--- src/rtl/fifo_read_ctrl.sv ---
// Read-domain pointer, empty-flag and data-output controller for the async FIFO.
// Consumes the synchronized write gray pointer and produces the read gray pointer.
module fifo_read_ctrl #(
    parameter int FIFO_WIDTH      = 8,
    parameter int FIFO_DEPTH_BIT  = 4,
    parameter int ALMOST_EMPTY_TH = 2
) (
    input  logic                      r_clk,
    input  logic                      r_rst,
    input  logic                      read_en,
    input  logic [FIFO_DEPTH_BIT:0]   write_addr_gray_sync,
    input  logic [FIFO_WIDTH-1:0]     mem_rdata,
    output logic [FIFO_DEPTH_BIT-1:0] read_addr,
    output logic [FIFO_DEPTH_BIT:0]   read_addr_gray,
    output logic [FIFO_WIDTH-1:0]     read_data,
    output logic                      read_valid,
    output logic                      empty,
    output logic                      almost_empty,
    output logic [FIFO_DEPTH_BIT:0]   r_level,
    output logic                      underflow
);

    localparam int PW = FIFO_DEPTH_BIT + 1;
    localparam logic [PW-1:0] AE_TH = PW'(ALMOST_EMPTY_TH);

    logic [PW-1:0]         rptr_q, rptr_d;
    logic [PW-1:0]         gray_q, gray_d;
    logic [PW-1:0]         level_q, level_d;
    logic                  empty_q, empty_d;
    logic                  ae_q, ae_d;
    logic [FIFO_WIDTH-1:0] rdata_q, rdata_d;
    logic                  rvalid_q, rvalid_d;
    logic                  under_q, under_d;

    logic                  accept;
    logic [PW-1:0]         wbin;

    // Gray-to-binary decode of the synchronized write pointer.
    always_comb begin
        wbin = '0;
        for (int i = 0; i < PW; i++) begin
            wbin[i] = ^(write_addr_gray_sync >> i);
        end
    end

    // Next-state pointer, flags, level and data capture.
    always_comb begin
        accept   = read_en & ~empty_q;
        rptr_d   = rptr_q + {{(PW-1){1'b0}}, accept};
        gray_d   = rptr_d ^ (rptr_d >> 1);
        level_d  = wbin - rptr_d;
        empty_d  = (gray_d == write_addr_gray_sync);
        ae_d     = (level_d <= AE_TH);
        rvalid_d = accept;
        rdata_d  = accept ? mem_rdata : rdata_q;
        under_d  = read_en & empty_q;
    end

    // State registers; reset overrides every other action in the cycle.
    always_ff @(posedge r_clk) begin
        if (r_rst) begin
            rptr_q   <= '0;
            gray_q   <= '0;
            level_q  <= '0;
            empty_q  <= 1'b1;
            ae_q     <= 1'b1;
            rdata_q  <= '0;
            rvalid_q <= 1'b0;
            under_q  <= 1'b0;
        end else begin
            rptr_q   <= rptr_d;
            gray_q   <= gray_d;
            level_q  <= level_d;
            empty_q  <= empty_d;
            ae_q     <= ae_d;
            rdata_q  <= rdata_d;
            rvalid_q <= rvalid_d;
            under_q  <= under_d;
        end
    end

    assign read_addr      = rptr_q[FIFO_DEPTH_BIT-1:0];
    assign read_addr_gray = gray_q;
    assign read_data      = rdata_q;
    assign read_valid     = rvalid_q;
    assign empty          = empty_q;
    assign almost_empty   = ae_q;
    assign r_level        = level_q;
    assign underflow      = under_q;

endmodule

--- config.mk ---
export PLATFORM = sky130hd
export DESIGN_NAME = fifo_read_ctrl
export DESIGN_NICKNAME = d
export VERILOG_FILES = /design/src/rtl/fifo_read_ctrl.sv
export SDC_FILE = /design/constraint.sdc
export NUM_CORES = 1
export LEC_CHECK = 0
export CAP_MARGIN = 20
export CORE_AREA = 2 2 68 54
export DETAILED_ROUTE_END_ITERATION = 10
export DIE_AREA = 0 0 70 56
export PLACE_DENSITY = 0.73
export RECOVER_POWER = 25
export SYNTH_ARGS = -nofsm -noshare
export SYNTH_HDL_FRONTEND = slang
export SYNTH_SLANG_ARGS = --single-unit
--- constraint.sdc ---
create_clock -name r_clk -period 3.3 [get_ports r_clk]
set_input_delay 0.66 -clock r_clk [delete_from_list [all_inputs] [get_ports r_clk]]
set_output_delay 0.66 -clock r_clk [all_outputs]
set_load 0.03 [all_outputs]
---- Yosys cells after proc, flatten, opt, wreduce, memory -nomap -nowiden ----
Cells that the tools add are included.
storage, ports and cells
  bits in registers ....................... 27
  input port bits ......................... 16
  output and inout bits ................... 26
  word-level logic and storage cells ...... 21
operators by class
  $add $sub $neg .......................... 2
  magnitude comparators ................... 1
  equality and inequality tests ........... 1
  bitwise gates (word level) .............. 4
  reduce and logical (&&, ||, !) cells .... 5
operator list
  operator                                                                           count
  5-bit parity                                                                       5
  5-bit by 1-bit adder with 5-bit output                                             1
  5-bit == test                                                                      1
  5-bit by 2-bit less-or-equal comparator with 1-bit output (second input constant)  1
  5-bit subtractor                                                                   1
  5-bit by 4-bit XOR with 5-bit output                                               1
  1-bit AND                                                                          2
  1-bit inverter                                                                     1

---- Logic depth before layout (Yosys ltp) ----
Gate-level depths: netlist of run 1.
  depth in word-level cells ............... 5
  gate-level depth with buffers ........... 12
  depth with buffers taken out ............ 11

---- Worst setup path after synthesis of run 1 ----
OpenSTA, ideal clock, no wires.
  kind .................................... input to register
  start point ............................. input port read_en
  end point ............................... register ae_q (netlist: almost_empty)
  data arrival time ....................... 3.311 ns
  required time ........................... 3.200 ns
  path slack .............................. -0.111 ns
  stages on the path ...................... 12
  path through ............................ nand2b_1 > clkbuf_1 > clkinv_1 > ha_1 > ha_1 > clkbuf_1 > xnor2_1 > ha_1 > o211a_1 > a211o_1 > a22o_1 > a2111oi_4
between the ends
  word-level cells in the longest chain between the ends .. 4
ends and longest elaborated chain
  element                                                    line  text
  start, declared                                            10    input logic read_en,
  1-bit AND                                                  48    accept = read_en & ~empty_q;
  named net accept                                           35    logic accept;
  5-bit by 1-bit adder with 5-bit output                     49    rptr_d = rptr_q + {{(PW-1){1'b0}}, accept};
  named net rptr_d[1]                                        26    logic [PW-1:0] rptr_q, rptr_d;
  5-bit subtractor                                           51    level_d = wbin - rptr_d;
  5-bit by 2-bit less-or-equal comparator with 1-bit output  53    ae_d = (level_d <= AE_TH);
  end signal, assigned                                       66    ae_q <= 1'b1;
  end signal, assigned                                       75    ae_q <= ae_d;
  end, declared                                              30    logic ae_q, ae_d;
The timed path passes the listed nets, and every way through them passes these cells.
A chain may end at the register's enable or synchronous reset.

---- Worst setup path in the final report of run 1 ----
  start point ............................. input port read_en
  end point ............................... register ae_q (netlist: almost_empty)
between the ends
  word-level cells in the longest chain between the ends .. 4
ends and longest elaborated chain
  element                                                    line
  1-bit AND                                                  48
  named net accept                                           35
  5-bit by 1-bit adder with 5-bit output                     49
  5-bit subtractor                                           51
  5-bit by 2-bit less-or-equal comparator with 1-bit output  53
The timed path passes the listed nets, and every way through them passes these cells.

==> results of run 1 <==
==> metrics by stage <==
stage	setup slack (ns)	hold slack [ns]	util (%)	TNS, ns	instance area, um^2
after floorplan	0.0598	0.569	-	0	1280
after global placement	-0.00216	0.433	58.1	-0.00216	1860
after detailed placement	-0.0668	0.447	58.1	-0.0668	1860
after CTS	0.198	0.457	60.3	0	1930
after global routing	0.0167	0.485	60.2	0	1920
final	0.220	0.453	60.2	0	1920
==> power by group through the flow <==
stage                     sequential [W]  clock (W)  combinational (W)
after floorplan                 0.000413          0           0.000129
after global placement          0.000357          0           0.000301
after detailed placement        0.000358          0           0.000307
after CTS                       0.000350   0.000262           0.000310
after global routing            0.000353   0.000280           0.000329
final                           0.000350   0.000255           0.000306
==> cells by family after synthesis <==
kind of cell | Yosys count | synth area share, %
fa+ha+maj | 5 | 4.89
flops | 26 | 40.7
mux | 1 | 0.782
buf+inv | 14 | 4.20
xor+xnor | 23 | 16.9
simple gates | 47 | 15.6
compound gates | 28 | 16.9
==> state kept, by name, summed over array words and instances, names as in the netlist <==
name,flops
r_level,5
rptr_q,5
empty,1
read_valid,1
underflow,1
read_data,8
almost_empty,1
read_addr_gray,4
==> path summary, 6_finish.rpt <==
path	from	endpoint	slack (ns)	cells after the start
hold / removal	read_data[2]	read_data[2]	0.45	2
hold reg to reg	read_data[2]	read_data[2]	0.45	2
setup reg to reg	empty	almost_empty	0.67	11
setup / recovery	read_en	almost_empty	0.22	12
==> worst reg2reg max path, stage by stage, from the launching register on <==
cell	delay, ns
dfxtp_1	0.35
nand2b_1	0.15
clkinv_2	0.07
ha_1	0.20
ha_1	0.22
xnor2_2	0.25
ha_1	0.29
a21boi_0	0.13
a221oi_1	0.33
xnor2_1	0.19
nor2_1	0.11
a2111oi_4	0.26
==> cells in the final DEF (no fill, tap or decap), types with 2 or more instances in the layout <==
cell type and count:
clkdlybuf4s50_1 38, dfxtp_1 26, xnor2_1 18, nor2_1 18, nand2_1 18, buf_4 18, a21oi_1 9, inv_1 6
ha_1 5, nand3_1 3, xor2_1 3, o211ai_1 3, clkbuf_8 3, dlygate4sd3_1 3, nand2b_1 2, a21o_1 2
nor2b_1 2, a211oi_1 2, o21ai_0 2
==> metal layers <==
layer / share of wire [%] / vias up / GRT usage (%)
met1: 44 / 522 / 18.6
met3: 7.1 / 6 / 5.07
li1: - / 589 / -
met4: 1.1 / 0 / 3.85
met5: 0 / - / 0
met2: 48 / 41 / 27.9
==> area by class of cell <==
| cell class | count | area share, % |
|---|---|---|
| clock buffers | 3 | 2.15 |
| clock inverters | 1 | 1.56 |
| inverters | 7 | 1.43 |
| multi-input cells | 104 | 36.7 |
| flip-flops and latches | 26 | 27.0 |
| well taps | 40 | 2.60 |
| repair buffers | 60 | 28.5 |
==> key figures, run 1 <==
Outcome
  • Run status: complete, no violations

Yosys
  • Cell taking the most area after synthesis: dfxtp_1
  • Netlist Area Pre-Place: 0.00128 mm^2
  • Synth warn: 0
  • Synthesized flop and latch total: 26
  • Ys flop type: dfxtp_1
  • Number of synthesized flops with an enable pin: 0
  • Mapped Cells: 144
  • Post-synth cell types: 36
  • Post-synth ARST share: 0%
  • Most frequent cells after synthesis: dfxtp_1, nand2_1, nor2_1, xnor2_1, a21oi_1
  • Register area share after synthesis: 40.7%
  • Share of the synthesized area in the top cell type: 40.7%
  • Syn Area/Cell: 8.89 um^2
  • Synth area leaders: dfxtp_1, xnor2_1, nand2_1
  • Post-Syn Nets: 165
  • Most common cell in the netlist: dfxtp_1

Clocking
  • # H-tree levels: 1
  • Post-CTS Resized: 0
  • Total CTS buffers: 3
  • Root buffer cell: clkbuf_8
  • Skew-Pair Late Insertion Delay: 0.26 ns
  • Clock Tree Buf Depth: 2
  • Clk sink count: 26
  • Post-CTS Setup Repair Bufs: 0
  • CTS tree: yes
  • Clk slew on worst S/H paths: 0.08 ns
  • Hold buffers post-CTS: 0

Power
  • Pwr Total: 0.000911 W
  • Int Power: 0.000649 W
  • Sw Share: 28.7%
  • Max VDD drop: 0.436 mV
  • Leak Pwr: 0.779 nW
  • Seq pwr share: 38.4%
  • Psw: 0.000262 W
  • Comb pwr share: 33.5%
  • Pwr Density: 473 mW/mm^2
  • Power share of the clock group: 28.0%

Min path
  • Worst min-delay path category: flip-flop to flip-flop

Floorplan
  • Die height: 56 um
  • Row cnt: 18
  • Starting Density: 40.0%
  • Core ar.: 0.00320 mm^2
  • Die footprint: 0.00392 mm^2
  • Overall die width: 70 um
  • IO Count: 42

Critical path
  • Setup CP Type: primary input to flip-flop
  • Crit end category: flip-flop
  • Most frequent CP cell: ha_1
  • Slowest CP cell: clkdlybuf4s50_1
  • Critical path startpoint category: primary input
  • CP max stage delay: 0.42 ns
  • Max FO, Critical Path: 4
  • WP buf/inv: 2
  • Required @ worst endpoint: 3.48 ns
  • Crit-path leading delay family: compound AO/OA/AOI/OAI gates
  • Worst-path cell chain: clkdlybuf4s50_1 -> nand2b_1 -> clkinv_2 -> ha_1 -> ha_1 -> xnor2_2 -> ha_1 -> a21boi_0 -> a221oi_1 -> xnor2_1 -> nor2_1 -> a2111oi_4
  • Arrival time worst endpoint: 3.26 ns

Place
  • Placed insts: 237
  • Placer Congestion: 0.824
  • Buffers on Ports: 41
  • Post-DP HPWL: 2370 um

STA
  • Fin. Hold Viols: 0
  • RSZ-0062 raised after global routing: no
  • Min Tclk post-route: 3.08 ns
  • Fin crit share: 93.3%
  • Worst-Margin Slew: 0.826 ns
  • Worst rel slew slack: 45.0%
  • Layout Skew: 0.00167 ns
  • Peak Freq: 325 MHz
  • Final Max Slew Viols: 0
  • Final-report setup violation count: 0

Layout
  • Post-route insts no fill: 241
  • FF/Latch Area: 520 um^2
  • Layout cells sized above 1: 14.9%
  • Multi-input logic area: 706 um^2
  • # nets final: 223
  • FILL cells: 286
  • Layout area overhead: 50.3%
  • # diodes: 0

Global routing
  • Initial antenna violation count: 0
  • First-pass GRT wire length: 4960 um
  • Total global routing overflow: 0
  • Vias in the first global route: 1130
  • GR Util All Layers: 15.8%
  • Largest net degree at the start of global routing: 22

Drt
  • Vias: 1158
  • Total Wirelength: 3020 um
  • Drt drc: 0
  • Vias/cell: 4.80
  • 1st-pass router iterations: 4
  • Detail Route Antenna Nets: 0
  • Avg WL per Cell: 12.5 um
  • DR iter-0 viols: 53

Run
  • Max Cap Viol: 0
Note: power is estimated with default switching activity, not from simulation.
==> run 2: changes to the inputs <==
Settings changed: CAP_MARGIN 20 to 40.
==> results of run 2 <==
The final DEF is identical to that of run 1; final timing and power are the same.
==> run 3: changes to the inputs <==
Settings changed: ABC_AREA set to 1, CORE_AREA 2 2 68 54 to 2 2 80 63, DIE_AREA 0 0 70 56 to 0 0 82 65, PLACE_DENSITY 0.73 to 0.57, SKIP_LAST_GASP set to 1.
==> run 3 against run 2 <==
Compared with the run above:
- core utilization decreased by 20 points
- sequential cell count is the same
- first-iteration DRC count up 19%
==> key figures, run 3 <==
Clocking
  • Total CTS buffers: 3
  • Post-CTS Setup Repair Bufs: 0
  • Post-CTS Resized: 0
  • Skew-Pair Late Insertion Delay: 0.26 ns
  • Clk slew on worst S/H paths: 0.09 ns
  • CTS tree: yes
  • # H-tree levels: 1
  • Clock Tree Buf Depth: 2
  • Root buffer cell: clkbuf_8
  • Hold buffers post-CTS: 0
  • Clk sink count: 26

Layout
  • # diodes: 0
  • # nets final: 249
  • FF/Latch Area: 520 um^2
  • Most frequent cells in the layout: nand2_1, nor2_1, clkdlybuf4s50_1
  • Layout area overhead: 41.7%
  • Layout cells sized above 1: 11.0%
  • Multi-input logic area: 702 um^2
  • Commonest non-fill, non-tap cell in the layout: nand2_1
  • Max reg flops: 8
  • Layout Utilization: 40.4%
  • Post-route insts no fill: 287
  • FILL cells: 492

Critical path
  • Crit end category: flip-flop
  • R2r startpoint: empty
  • Arrival time worst endpoint: 2.97 ns
  • Setup CP Type: primary input to flip-flop
  • Reg2reg path depth: 16
  • Slowest CP cell: dlygate4sd3_1
  • Reg2reg end: almost_empty
  • CP max stage delay: 0.54 ns
  • Internal reg-to-reg setup slack: 1.13 ns
  • Critical path startpoint category: primary input
  • Max FO, Critical Path: 4
  • Crit-path leading delay family: buffers and inverters
  • Required @ worst endpoint: 3.47 ns
  • Worst-path cell chain: dlygate4sd3_1 -> inv_1 -> nor2_1 -> ha_1 -> ha_1 -> inv_1 -> nand3_4 -> nand2_1 -> inv_1 -> ha_1 -> inv_1 -> nand2_2 -> nand3_2 -> nand2_1 -> nand2_1 -> nand2_1 -> nor2_2 -> nor2_2
  • WP buf/inv: 5

Power
  • Sw Share: 28.7%
  • Int Power: 0.000595 W
  • Power share of the clock group: 30.7%
  • Seq pwr share: 41.5%
  • Leak Pwr: 0.871 nW
  • Psw: 0.000239 W
  • Pwr Density: 446 mW/mm^2
  • Max VDD drop: 0.204 mV
  • Pwr Total: 0.000834 W
  • Comb pwr share: 27.8%

Yosys
  • Synthesized-area fraction occupied by ao, oa, aoi and oai cells: 3.42%
  • Post-Syn Nets: 204
  • Register area share after synthesis: 39.5%
  • Post-synth cell types: 21
  • Synth Area in XOR/XNOR: 7.87%
  • Number of synthesized flops with an enable pin: 0
  • Largest family of logic cells by synthesized area: simple AND/OR/NAND/NOR gates
  • Synthesized flop and latch total: 26
  • Ys flop type: dfxtp_1
  • Share of the synthesized area in the top cell type: 39.5%
  • Mux contribution to synthesized area: 0%
  • Cell taking the most area after synthesis: dfxtp_1
  • Most frequent cells after synthesis: nand2_1, nor2_1, dfxtp_1
  • Post-synth ARST share: 0%
  • Mapped Cells: 183
  • Adder-Cell Fraction of Synth Area: 4.74%
  • Synth area leaders: dfxtp_1, nand2_1, nor2_1
  • Syn Area/Cell: 7.21 um^2
  • Post-synthesis simple-gate area fraction: 37.4%
  • Synth warn: 0
  • Netlist Area Pre-Place: 0.00132 mm^2
  • Most common cell in the netlist: nand2_1

Place
  • Placed insts: 283
  • Buffers on Ports: 41
  • Post-DP HPWL: 2410 um
  • Placer Congestion: 0.770
  • Dpl ws: 0.321 ns

Drt
  • Detail Route Antenna Nets: 0
  • WL met2: 1230 um
  • DR iter-0 viols: 63
  • Drt drc: 0
  • 1st-pass router iterations: 4
  • Max Used Layer: met4
  • Vias/cell: 4.18
  • Avg WL per Cell: 10.2 um
  • M1 wire length: 1550 um
  • Met3 WL: 113 um
  • Total Wirelength: 2930 um
  • Vias: 1201

Min path
  • Hold depth: 2
  • Min-delay src: empty
  • Hold Path Sink: underflow
  • Worst min-delay path category: flip-flop to flip-flop

Global routing
  • First-pass GRT wire length: 5110 um
  • Largest net degree at the start of global routing: 16
  • Total global routing overflow: 0
  • Vias in the first global route: 1150
  • GR Util All Layers: 12.2%
  • Initial antenna violation count: 0

STA
  • Final Max Slew Viols: 0
  • Fin crit share: 84.9%
  • RSZ-0062 raised after global routing: no
  • Final-report setup violation count: 0
  • Final worst slack: 0.499 ns
  • Peak Freq: 357 MHz
  • Worst rel slew slack: 62.9%
  • Fin. Hold Viols: 0
  • Min Tclk post-route: 2.80 ns
  • Worst-Margin Slew: 0.554 ns
  • Layout Skew: 0.00355 ns
  • Aggregate negative setup slack: 0 ns

Outcome
  • Run status: complete, no violations

Floorplan
  • Starting Density: 28.5%
  • IO Count: 42
  • Core ar.: 0.00462 mm^2
  • Die footprint: 0.00533 mm^2
  • Row cnt: 22
  • Overall die width: 82 um
  • Die height: 65 um

Run
  • Max Cap Viol: 0
[run 3: area by class of cell]
cell class | count | area share [%]
multi-input cells | 132 | 37.6
flip-flops and latches | 26 | 27.8
repair buffers | 42 | 22.2
inverters | 23 | 4.62
well taps | 60 | 4.02
clock buffers | 3 | 2.21
clock inverters | 1 | 1.61
[run 3: how the worst max path moves through the flow]
| stage | startpoint | to | slack [ns] | cells past startpoint |
|---|---|---|---|---|
| 6_report | read_en | almost_empty | 0.50 | 18 |
| 5_1_grt | read_en | almost_empty | 0.26 | 18 |
| 4_1_cts | read_en | almost_empty | 0.60 | 18 |
| 3_5_place_dp | read_en | almost_empty | 0.32 | 18 |
| 3_3_place_gp | read_en | almost_empty | 0.35 | 15 |
| 2_1_floorplan | read_en | almost_empty | 0.82 | 17 |
[run 3: power groups by stage]
stage          combinational [W]  sequential [W]  clock, W
3_3_place_gp            0.000238        0.000355         0
2_1_floorplan          0.0000982        0.000404         0
6_report                0.000232        0.000346  0.000256
3_5_place_dp            0.000238        0.000355         0
4_1_cts                 0.000239        0.000348  0.000263
5_1_grt                 0.000258        0.000349  0.000278
[run 3: logic make-up after synthesis]
kind of cell    Yosys count
xor+xnor                 11
buf+inv                  25
simple gates            107
fa+ha+maj                 5
compound gates            9
flops                    26
[run 3: tightest hold or removal path: stages (launching register included)]
cell     delay [ns]
dfxtp_1        0.33
nand2_1        0.06
nor2_1         0.03
[run 3: layer usage]
layer,vias to the layer above,global-route usage [%]
li1,656,-
met1,524,16.9
met2,19,19.3
met3,2,2.23
met4,0,3.13
met5,-,0
[run 3: stage by stage]
stage | hold slack (ns) | area (um^2)
final | 0.463 | 1870
after global routing | 0.519 | 1870
after CTS | 0.471 | 1880
after detailed placement | 0.456 | 1800
after global placement | 0.461 | 1800
after floorplan | 0.583 | 1320
